File: src/rtl/flood_open_engine_if.sv
// Bundle between the flood-open engine and its neighbours: PLAY control
// (start/abort/status), the board/cover read port and the open handshake
// towards board_cover. master = engine side, slave = environment side.
interface flood_open_engine_if #(
  parameter int X_BITS = 4,
  parameter int Y_BITS = 4
);
  logic                     start;
  logic [X_BITS-1:0]        start_x;
  logic [Y_BITS-1:0]        start_y;
  logic                     abort;
  logic [X_BITS-1:0]        rd_x;
  logic [Y_BITS-1:0]        rd_y;
  logic [4:0]               rd_board;
  logic [1:0]               rd_cover;
  logic                     open_valid;
  logic [X_BITS-1:0]        open_x;
  logic [Y_BITS-1:0]        open_y;
  logic                     open_ready;
  logic                     busy;
  logic                     done;
  logic                     overflow;
  logic [X_BITS+Y_BITS:0]   cells_opened;

  modport master (
    input  start, start_x, start_y, abort, rd_board, rd_cover, open_ready,
    output rd_x, rd_y, open_valid, open_x, open_y, busy, done, overflow, cells_opened
  );

  modport slave (
    output start, start_x, start_y, abort, rd_board, rd_cover, open_ready,
    input  rd_x, rd_y, open_valid, open_x, open_y, busy, done, overflow, cells_opened
  );
endinterface

File: src/rtl/flood_open_engine.sv
// Flood-open engine: from a seed cell, walks the connected zero-count region
// breadth-first through a coordinate FIFO and issues one open request per
// covered, unflagged, non-mine cell reached (the numbered border included).
module flood_open_engine #(
  parameter int X_SIZE      = 16,
  parameter int Y_SIZE      = 16,
  parameter int X_BITS      = 4,
  parameter int Y_BITS      = 4,
  parameter int QUEUE_DEPTH = 64
) (
  input  logic clk,
  input  logic reset_n,
  flood_open_engine_if.master bus
);

  localparam int AW = (QUEUE_DEPTH > 1) ? $clog2(QUEUE_DEPTH) : 1;
  localparam int CW = X_BITS + Y_BITS + 1;
  localparam logic [X_BITS:0] X_LIM   = (X_BITS+1)'(X_SIZE);
  localparam logic [Y_BITS:0] Y_LIM   = (Y_BITS+1)'(Y_SIZE);
  localparam logic [AW:0]     DEPTH_L = (AW+1)'(QUEUE_DEPTH);

  typedef struct packed {
    logic [Y_BITS-1:0] y;
    logic [X_BITS-1:0] x;
  } coord_t;

  typedef enum logic [2:0] {IDLE, POP, READ, CHECK, OPEN, PUSH, DONE} state_t;

  state_t                   state, state_nx;
  coord_t [QUEUE_DEPTH-1:0] mem;
  logic   [AW-1:0]          wr_ptr, rd_ptr;
  logic   [AW:0]            count;
  logic                     full, empty;

  coord_t                   cur, seed, nbr, push_data;
  logic                     push_req, push_ok, pop_req;
  logic                     seed_ok, nbr_ok;
  logic   [X_BITS:0]        dx, nx_w;
  logic   [Y_BITS:0]        dy, ny_w;
  logic   [2:0]             nbr_idx;
  logic                     zero_cnt;
  logic   [X_BITS-1:0]      rd_x;
  logic   [Y_BITS-1:0]      rd_y;
  logic   [CW-1:0]          cells_opened;
  logic                     overflow;
  logic                     open_valid, xfer;

  assign full       = (count == DEPTH_L);
  assign empty      = (count == '0);
  assign seed.x     = bus.start_x;
  assign seed.y     = bus.start_y;
  assign seed_ok    = ({1'b0, bus.start_x} < X_LIM) && ({1'b0, bus.start_y} < Y_LIM);
  assign open_valid = (state == OPEN);
  assign xfer       = open_valid && bus.open_ready;
  assign push_ok    = push_req && !full;

  // FSM state register
  always_ff @(posedge clk) begin
    if (!reset_n) state <= IDLE;
    else          state <= state_nx;
  end

  // Next state plus FIFO push/pop requests; abort overrides everything
  always_comb begin
    state_nx  = state;
    push_req  = 1'b0;
    push_data = nbr;
    pop_req   = 1'b0;
    if (bus.abort) begin
      state_nx = IDLE;
    end else begin
      case (state)
        IDLE: if (bus.start) begin
          if (seed_ok) begin
            push_req  = 1'b1;
            push_data = seed;
            state_nx  = POP;
          end else begin
            state_nx  = DONE;
          end
        end
        POP: if (empty) state_nx = DONE;
             else begin
               pop_req  = 1'b1;
               state_nx = READ;
             end
        READ:  state_nx = CHECK;
        // already opened, flagged or mined cells are never opened
        CHECK: state_nx = ((bus.rd_cover != 2'b00) || bus.rd_board[4]) ? POP : OPEN;
        OPEN:  if (bus.open_ready) state_nx = zero_cnt ? PUSH : POP;
        PUSH: begin
          push_req = nbr_ok;
          if (nbr_idx == 3'd7) state_nx = POP;
        end
        DONE:    state_nx = IDLE;
        default: state_nx = IDLE;
      endcase
    end
  end

  // Neighbour for the current PUSH index; one extra bit makes x-1 at the
  // left edge and x+1 at the right edge both land out of range (no wrap)
  always_comb begin
    case (nbr_idx)
      3'd0, 3'd3, 3'd5: dx = '1;
      3'd1, 3'd6:       dx = '0;
      default:          dx = (X_BITS+1)'(1);
    endcase
    case (nbr_idx)
      3'd0, 3'd1, 3'd2: dy = '1;
      3'd3, 3'd4:       dy = '0;
      default:          dy = (Y_BITS+1)'(1);
    endcase
    nx_w   = {1'b0, cur.x} + dx;
    ny_w   = {1'b0, cur.y} + dy;
    nbr_ok = (nx_w < X_LIM) && (ny_w < Y_LIM);
    nbr.x  = nx_w[X_BITS-1:0];
    nbr.y  = ny_w[Y_BITS-1:0];
  end

  // FIFO storage; contents are don't-care while count says empty
  always_ff @(posedge clk) begin
    if (push_ok) mem[wr_ptr] <= push_data;
  end

  // FIFO pointers and occupancy; the FSM never pushes and pops together
  always_ff @(posedge clk) begin
    if (!reset_n || bus.abort) begin
      wr_ptr <= '0;
      rd_ptr <= '0;
      count  <= '0;
    end else if (push_ok) begin
      wr_ptr <= wr_ptr + AW'(1);
      count  <= count + (AW+1)'(1);
    end else if (pop_req) begin
      rd_ptr <= rd_ptr + AW'(1);
      count  <= count - (AW+1)'(1);
    end
  end

  // Current cell, registered read address, zero-count latch, neighbour index
  always_ff @(posedge clk) begin
    if (!reset_n) begin
      cur      <= '0;
      rd_x     <= '0;
      rd_y     <= '0;
      zero_cnt <= 1'b0;
      nbr_idx  <= '0;
    end else begin
      if (pop_req)         cur      <= mem[rd_ptr];
      if (state == READ)   {rd_y, rd_x} <= {cur.y, cur.x};
      if (state == CHECK)  zero_cnt <= (bus.rd_board[3:0] == 4'd0);
      nbr_idx <= (state == PUSH) ? nbr_idx + 3'd1 : 3'd0;
    end
  end

  // Open counter and sticky overflow; both survive abort, start clears them
  always_ff @(posedge clk) begin
    if (!reset_n) begin
      cells_opened <= '0;
      overflow     <= 1'b0;
    end else if ((state == IDLE) && bus.start && !bus.abort) begin
      cells_opened <= '0;
      overflow     <= 1'b0;
    end else begin
      if (xfer)              cells_opened <= cells_opened + CW'(1);
      if (push_req && full)  overflow     <= 1'b1;
    end
  end

  assign bus.rd_x         = rd_x;
  assign bus.rd_y         = rd_y;
  assign bus.open_valid   = open_valid;
  assign bus.open_x       = cur.x;
  assign bus.open_y       = cur.y;
  assign bus.busy         = (state != IDLE);
  assign bus.done         = (state == DONE);
  assign bus.overflow     = overflow;
  assign bus.cells_opened = cells_opened;

endmodule
File: src/flat_wrapper.sv
// flat-port wrapper written by rule: the top's interface ports become plain ports
module flood_open_engine_flat 
#(
  parameter int X_SIZE      = 16,
  parameter int Y_SIZE      = 16,
  parameter int X_BITS      = 4,
  parameter int Y_BITS      = 4,
  parameter int QUEUE_DEPTH = 64
)
  (clk, reset_n, bus_start, bus_start_x, bus_start_y, bus_abort, bus_rd_board, bus_rd_cover, bus_open_ready, bus_rd_x, bus_rd_y, bus_open_valid, bus_open_x, bus_open_y, bus_busy, bus_done, bus_overflow, bus_cells_opened);
  flood_open_engine_if #(.X_BITS(X_BITS), .Y_BITS(Y_BITS)) bus_i ();
  input  logic clk;
  input  logic reset_n;
  input wire logic [$bits(bus_i.start)-1:0] bus_start;
  input wire logic [$bits(bus_i.start_x)-1:0] bus_start_x;
  input wire logic [$bits(bus_i.start_y)-1:0] bus_start_y;
  input wire logic [$bits(bus_i.abort)-1:0] bus_abort;
  input wire logic [$bits(bus_i.rd_board)-1:0] bus_rd_board;
  input wire logic [$bits(bus_i.rd_cover)-1:0] bus_rd_cover;
  input wire logic [$bits(bus_i.open_ready)-1:0] bus_open_ready;
  output wire logic [$bits(bus_i.rd_x)-1:0] bus_rd_x;
  output wire logic [$bits(bus_i.rd_y)-1:0] bus_rd_y;
  output wire logic [$bits(bus_i.open_valid)-1:0] bus_open_valid;
  output wire logic [$bits(bus_i.open_x)-1:0] bus_open_x;
  output wire logic [$bits(bus_i.open_y)-1:0] bus_open_y;
  output wire logic [$bits(bus_i.busy)-1:0] bus_busy;
  output wire logic [$bits(bus_i.done)-1:0] bus_done;
  output wire logic [$bits(bus_i.overflow)-1:0] bus_overflow;
  output wire logic [$bits(bus_i.cells_opened)-1:0] bus_cells_opened;
  assign bus_i.start = bus_start;
  assign bus_i.start_x = bus_start_x;
  assign bus_i.start_y = bus_start_y;
  assign bus_i.abort = bus_abort;
  assign bus_i.rd_board = bus_rd_board;
  assign bus_i.rd_cover = bus_rd_cover;
  assign bus_i.open_ready = bus_open_ready;
  assign bus_rd_x = bus_i.rd_x;
  assign bus_rd_y = bus_i.rd_y;
  assign bus_open_valid = bus_i.open_valid;
  assign bus_open_x = bus_i.open_x;
  assign bus_open_y = bus_i.open_y;
  assign bus_busy = bus_i.busy;
  assign bus_done = bus_i.done;
  assign bus_overflow = bus_i.overflow;
  assign bus_cells_opened = bus_i.cells_opened;
  flood_open_engine #(.X_SIZE(X_SIZE), .Y_SIZE(Y_SIZE), .X_BITS(X_BITS), .Y_BITS(Y_BITS), .QUEUE_DEPTH(QUEUE_DEPTH)) u_core (.clk(clk), .reset_n(reset_n), .bus(bus_i));
endmodule
File: config.mk
export PLATFORM = sky130hd
export DESIGN_NAME = flood_open_engine_flat
export DESIGN_NICKNAME = d
export VERILOG_FILES = /design/src/rtl/flood_open_engine_if.sv /design/src/rtl/flood_open_engine.sv /design/src/flat_wrapper.sv
export SDC_FILE = /design/constraint.sdc
export NUM_CORES = 1
export LEC_CHECK = 0
export CAP_MARGIN = 30
export CELL_PAD_IN_SITES_DETAIL_PLACEMENT = 0
export CELL_PAD_IN_SITES_GLOBAL_PLACEMENT = 2
export CORE_MARGIN = 2
export CORE_UTILIZATION = 47
export CTS_CLUSTER_SIZE = 20
export DETAILED_ROUTE_END_ITERATION = 7
export MAX_ROUTING_LAYER = met4
export PLACE_DENSITY_LB_ADDON = 0.1
export SLEW_MARGIN = 20
export SYNTH_ARGS = -nofsm -noshare
export SYNTH_HDL_FRONTEND = slang
export SYNTH_SLANG_ARGS = --single-unit
File: constraint.sdc
create_clock -name clk -period 5.5 [get_ports clk]
set_input_delay 1.1 -clock clk [delete_from_list [all_inputs] [get_ports clk]]
set_output_delay 1.1 -clock clk [all_outputs]
set_load 0.03 [all_outputs]
# == Word-level counts from Yosys, hierarchy flattened ==
# Index checks and enable logic that the tools add are counted.
# word_totals
regBits,564
input_bits,20
out_inout_bits,29
elab_cells,225
# classes
n_addsub,8
order_cmp,5
n_eq_ne,17
n_mux,25
bitwise_logic,2
n_reduce_logical,28
# op_table
op,count
bitwise mux 512 bit,1
binary-select mux 8 bit (select 6 bit),1
demux 8 bit (select 6 bit),1
two-way mux 8 bit,5
== test 3 bit (second input constant),7
one-hot mux 5 bit (2 select lines),2
two-way mux 3 bit,6
one-hot mux 3 bit (6 select lines),1
less-than comparator 6 x 7 -> 1 bit (second input constant),2
two-way mux 7 bit,2
adder 6 x 1 -> 6 bit (second input constant),2
== test 3 x 2 -> 1 bit (second input constant),4
adder 4 x 5 -> 5 bit,2
less-than comparator 5 bit (second input constant),2
adder 9 x 1 -> 9 bit (second input constant),1
OR reduction 2 bit,4
adder 7 x 1 -> 7 bit (second input constant),1
== test 7 bit (second input constant),1
logical AND 1 bit,7
zero test 7 bit,1
subtractor 7 x 1 -> 7 bit (second input constant),1
== test 3 x 1 -> 1 bit (second input constant),2
greater-or-equal comparator 6 x 1 -> 1 bit (second input constant),1
zero test 3 bit,2
14 further kinds,26

# == Logic depth before layout (Yosys ltp) ==
# depth
ltp_word,11
ltp_mapped,19
ltp_nobuf,19

# == Worst setup path after synthesis ==
# Ideal clock, no wire load.
# synth_timing
path_type,reg2reg
start,register u_core.nbr_idx[0]
end,register u_core.mem[107] in the netlist's numbering (data pin)
setup_ns,0.701
arrival_time_ns,4.276
required_ns,4.799
slack_ns,0.523
path_stages_with_launch,10
path_buffers,0
period_less_slack_ns,4.977
path_cell_list,dfxtp_1 -> inv_1 -> ha_1 -> o31ai_2 -> inv_1 -> ha_1 -> a21o_1 -> a21oi_1 -> xor2_1 -> o21ai_0
# synth_lines
element,line_no,rtl
from (decl),flood_open_engine.sv:40,logic [2:0] nbr_idx;
from (signal assigned),flood_open_engine.sv:153,nbr_idx <= (state == PUSH) ? nbr_idx + 3'd1 : 3'd0;
"to (signal, indexed assignment)",flood_open_engine.sv:123,if (push_ok) mem[wr_ptr] <= push_data;
to (decl),flood_open_engine.sv:30,coord_t [QUEUE_DEPTH-1:0] mem;

# == Worst setup path in the final report ==
# layout_timing
start,register u_core.nbr_idx[0]
end,register u_core.count[6]
# layout_via
elab_chain_cells,10
word_cells_on_any_way,23
cone_classes,add/sub (2); order compare (2); eq/ne (6); mux (5); reduce/logical (8)
# layout_rtl
element,line_no,rtl
"== test 3 bit, or another cell as far along",flood_open_engine.sv:104,case (nbr_idx)
"OR reduction 3 bit, or another cell as far along",flood_open_engine.sv:104,
one-hot mux 5 bit (2 select lines) (on tied branches),"flood_open_engine.sv:104, flood_open_engine.sv:109",
adder 4 x 5 -> 5 bit (on tied branches),"flood_open_engine.sv:114, flood_open_engine.sv:115",
less-than comparator 5 bit,flood_open_engine.sv:116,nbr_ok = (nx_w < X_LIM) && (ny_w < Y_LIM);
logical AND 1 bit (*),flood_open_engine.sv:116,
one-hot mux 1 bit (2 select lines) (*),flood_open_engine.sv:72,case (state)
two-way mux 1 bit (*),flood_open_engine.sv:69,if (bus.abort) begin
logical AND 1 bit (*),flood_open_engine.sv:55,assign push_ok = push_req && !full;
two-way mux 7 bit / nonzero test 2 bit (equally long branches),n/a,
to (signal assigned),flood_open_engine.sv:134,count <= count + (AW+1)'(1);
to (signal assigned),flood_open_engine.sv:137,count <= count - (AW+1)'(1);
to (decl),flood_open_engine.sv:32,logic [AW:0] count;
# Mark *: on every way between the ends. The rest lies on a longest branch, timed or not.
# A chain may end at the register's enable or synchronous reset.

==> impl_metrics.ini <==
[status]
run_status = finished clean

[worst_hold_path]
hp-class = reg -> reg

[clock_network]
tritoncts = built
cts.hold.buffers_added = 0
cts_repair_resize_count = 0
number_of_clock_buffers_inserted_by_tritoncts = 57
clock_insertion_delay_worst_skew_ns = 0.62
tritoncts_num_sinks = 564
clockRootBuffer = sky130_fd_sc_hd__clkbuf_16
cts.repair_timing.setup_buffer_count = 0
clock_tree.htree_level_count = 2
cts_max_path_bufs = 3
clkTransAtPathRegs_ns = 0.06

[global_routing]
grt_util_all_layers = 0.234
grt_max_degree = 65
grt_remaining_overflow = 0
grt_first_pass_wirelength_um = 82800
via_count_of_the_first_global_routing_pass = 12174
antenna_found_initial = 0

[sta]
grt_setup_unrepaired = false
final.setup.worst_slack_ns = 0.621
setup_viol_count_final = 0
achievable-frequency_ghz = 0.205
final.setup_skew_ns = 0.0145
max-slew-margin-rel = 0.292
tightest_slew_ns = 1.06
final-max-slew-violation-count = 0
timing.final.hold_violations = 0
layout_min_cycle_time_ns = 4.88
tns_ns = 0
min_period_over_period = 0.887

[pwr]
power.share.clock = 0.439
sw_frac_of_total = 0.206
p_int_mw = 7.14
comb_power_share = 0.033
switching_power_mw = 1.85
power_frac_seq = 0.528
static-leakage-power_nw = 8.25
power_per_unit_of_standard_cell_area_nw_per_um2 = 340
worst_ir_drop_vdd_mv = 0.287
finalPower_mw = 8.99

[yosys]
synth_top_area_share = 0.671
post_synth_inst_count = 1323
post_synth.cell_area_avg_um2 = 17.3
synth.distinct_cells = 64
netlist.top_cell.by_area = sky130_fd_sc_hd__edfxtp_1
synthArstFlopShare = 0
synthTopCellsByArea = sky130_fd_sc_hd__edfxtp_1, sky130_fd_sc_hd__mux4_2, sky130_fd_sc_hd__dfxtp_1
synth-warning-count = 0
synth_enable_flop_cells = 512
yosysSeqAreaShare = 0.716
synth_register_bits = 564
netlist_area_um2 = 22900
synth_flop_cell = sky130_fd_sc_hd__edfxtp_1
synth.net_count = 1367

[floorplan]
core_area_um2 = 47900
initial_utilization = 0.478
die_area_um2 = 50500
fp-row-count = 80
boundaryPins = 49
die_w_um = 225
die_height_um = 225

[route]
routed_wirelength_um = 55800
wire_per_inst_um = 26.6
detail_route.iter0.violations = 1250
count_of_vias_placed_by_the_detailed_router = 12214
drt-vias-per-instance = 5.82
drtAntennaViolNets = 0
drt_drc_violations_left = 0
drtPass1Iterations = 5

[setup_path]
cp.required_ns = 5.98
path_class = reg -> reg
crit_path_start_kind = register
timing.critical_path.slowest_stage_cell = sky130_fd_sc_hd__fa_1
crit_path_max_fanout = 10
cp_slowest_stage_delay_ns = 0.41
critical-path-top-delay-family = compound AO/OA/AOI/OAI gates
timing.critical_path.buf_inv = 2
cp-end-kind = register
cp_cell_sequence = inv_1 > ha_1 > o31ai_2 > nand2_1 > ha_1 > fa_1 > a21o_1 > a21oi_1 > xor2_1 > o21ai_2 > buf_4 > nand2_1 > ha_1 > a211oi_1 > o21bai_1 > a21oi_1 > mux2_2 > o311ai_0 > a21oi_1
crit_arrival_ns = 5.36

[place]
place_hpwl_um = 34600
preCtsSetupSlack_ns = 0.639
io_buffer_count = 48
gp_congestion = 0.826

[job]
drv_cap = 0

[cells_and_area]
fillerInstances = 3736
insertedDiodeCount = 0
layout.core_utilization = 0.551
fraction_of_final_layout_cells_with_drive_strength_greater_than_1 = 0.201
syn2layout_area_growth_pct = 15.2
num-nets-final = 1483
## registers in the layout, indices dropped and copies added, names as in the netlist
name	count
u_core.mem	512
u_core.bus.cells_opened	9
u_core.count	7
u_core.rd_ptr	6
u_core.wr_ptr	6
u_core.bus.open_x	4
u_core.bus.open_y	4
u_core.bus.rd_x	4
u_core.bus.rd_y	4
u_core.nbr_idx	3
u_core.state	3
u_core.bus.overflow	1
u_core.zero_cnt	1
## placed cells by master (no fill, tap or decap), drive strengths merged, types with 14 or more instances in the layout
| cell | count |
|---|---|
| ha | 21 |
| mux4 | 101 |
| buf | 80 |
| nand2 | 67 |
| mux2i | 95 |
| nand3 | 16 |
| o21ai | 46 |
| clkinv | 23 |
| o22ai | 20 |
| dfxtp | 52 |
| nor3 | 24 |
| a21oi | 21 |
| inv | 14 |
| clkdlybuf4s50 | 48 |
| clkbuf | 69 |
| nor2 | 113 |
| edfxtp | 512 |
## synthesized netlist by cell type, drive strengths merged (3+ instances only)
cell type / instances
edfxtp: 512
nor2: 113
mux4: 101
mux2i: 95
nand2: 67
dfxtp: 52
o21ai: 46
buf: 38
clkbuf: 33
nor3: 24
a21oi: 21
ha: 21
o22ai: 20
nand3: 16
inv: 12
nand4: 10
xnor2: 10
xor2: 10
a21boi: 9
a32oi: 8
and2: 8
nor2b: 8
or3: 8
a22oi: 7
o31ai: 7
a211oi: 6
and3: 6
a31oi: 5
nand3b: 5
a21o: 4
mux2: 4
nand2b: 4
o211ai: 4
fa: 3
nand4b: 3
## stage by stage
stage	std cells	area (µm²)	hold WS, ns
2_1_floorplan	1323	22900	0.444
3_3_place_gp	1993	24500	0.457
3_5_place_dp	1994	24500	0.466
4_1_cts	2099	26400	0.475
5_1_grt	2100	26400	0.500
6_report	2100	26400	0.469
## power groups by stage
stage,clock network (mW),logic (mW),registers [mW]
5_1_grt,4.19,0.327,4.74
2_1_floorplan,0,0.152,4.84
3_5_place_dp,0,0.299,4.83
4_1_cts,4.03,0.300,4.74
3_3_place_gp,0,0.294,4.83
6_report,3.95,0.296,4.74
## path summary, 6_finish.rpt
kind / startpoint / end / slack (ns) / depth (start not counted)
setup / recovery: u_core.nbr_idx[0]$_SDFF_PN0_ / u_core.count[6]$_SDFFE_PP0P_ / 0.62 / 19
hold / removal: u_core.bus.rd_x[1]$_SDFFE_PN0P_ / u_core.bus.rd_x[1]$_SDFFE_PN0P_ / 0.47 / 2
setup reg to reg: u_core.nbr_idx[0]$_SDFF_PN0_ / u_core.count[6]$_SDFFE_PP0P_ / 0.62 / 19
hold reg to reg: u_core.bus.rd_x[1]$_SDFFE_PN0P_ / u_core.bus.rd_x[1]$_SDFFE_PN0P_ / 0.47 / 2
## worst reg2reg max path, cell delays in order (launching register included)
cell and delay (ns):
sky130_fd_sc_hd__dfxtp_1 0.36, sky130_fd_sc_hd__inv_1 0.09, sky130_fd_sc_hd__ha_1 0.26, sky130_fd_sc_hd__o31ai_2 0.33, sky130_fd_sc_hd__nand2_1 0.11, sky130_fd_sc_hd__ha_1 0.23
sky130_fd_sc_hd__fa_1 0.41, sky130_fd_sc_hd__a21o_1 0.20, sky130_fd_sc_hd__a21oi_1 0.17, sky130_fd_sc_hd__xor2_1 0.39, sky130_fd_sc_hd__o21ai_2 0.10, sky130_fd_sc_hd__buf_4 0.18
sky130_fd_sc_hd__nand2_1 0.24, sky130_fd_sc_hd__ha_1 0.34, sky130_fd_sc_hd__a211oi_1 0.32, sky130_fd_sc_hd__o21bai_1 0.12, sky130_fd_sc_hd__a21oi_1 0.31, sky130_fd_sc_hd__mux2_2 0.38
sky130_fd_sc_hd__o311ai_0 0.10, sky130_fd_sc_hd__a21oi_1 0.11
## layout make-up
type                    count  area [µm²]  area share
clock inverters            36         418      0.0158
clock buffers              69        1470      0.0557
inverters                  12        45.0     0.00171
multi-input cells         676        6150       0.233
repair buffers            128        1120      0.0425
flip-flops and latches    564       16400       0.622
well taps                 615         769      0.0291
## kinds of logic after synthesis
| logic type | after synthesis | share of synthesized area |
|---|---|---|
| simple gates | 282 | 0.0583 |
| flops | 564 | 0.716 |
| buf+inv | 83 | 0.0181 |
| mux | 200 | 0.143 |
| compound gates | 150 | 0.0429 |
| xor+xnor | 20 | 0.00764 |
| fa+ha+maj | 24 | 0.0141 |
## routing by layer
layer  vias to the layer above  wire [µm]  track usage
li1                       5465          -            -
met1                      6245      24900        0.333
met2                       427      26100        0.355
met3                        77       3470       0.0376
met4                         0       1270       0.0579
met5                         -          0            -
(Power assumes the default switching activity.)
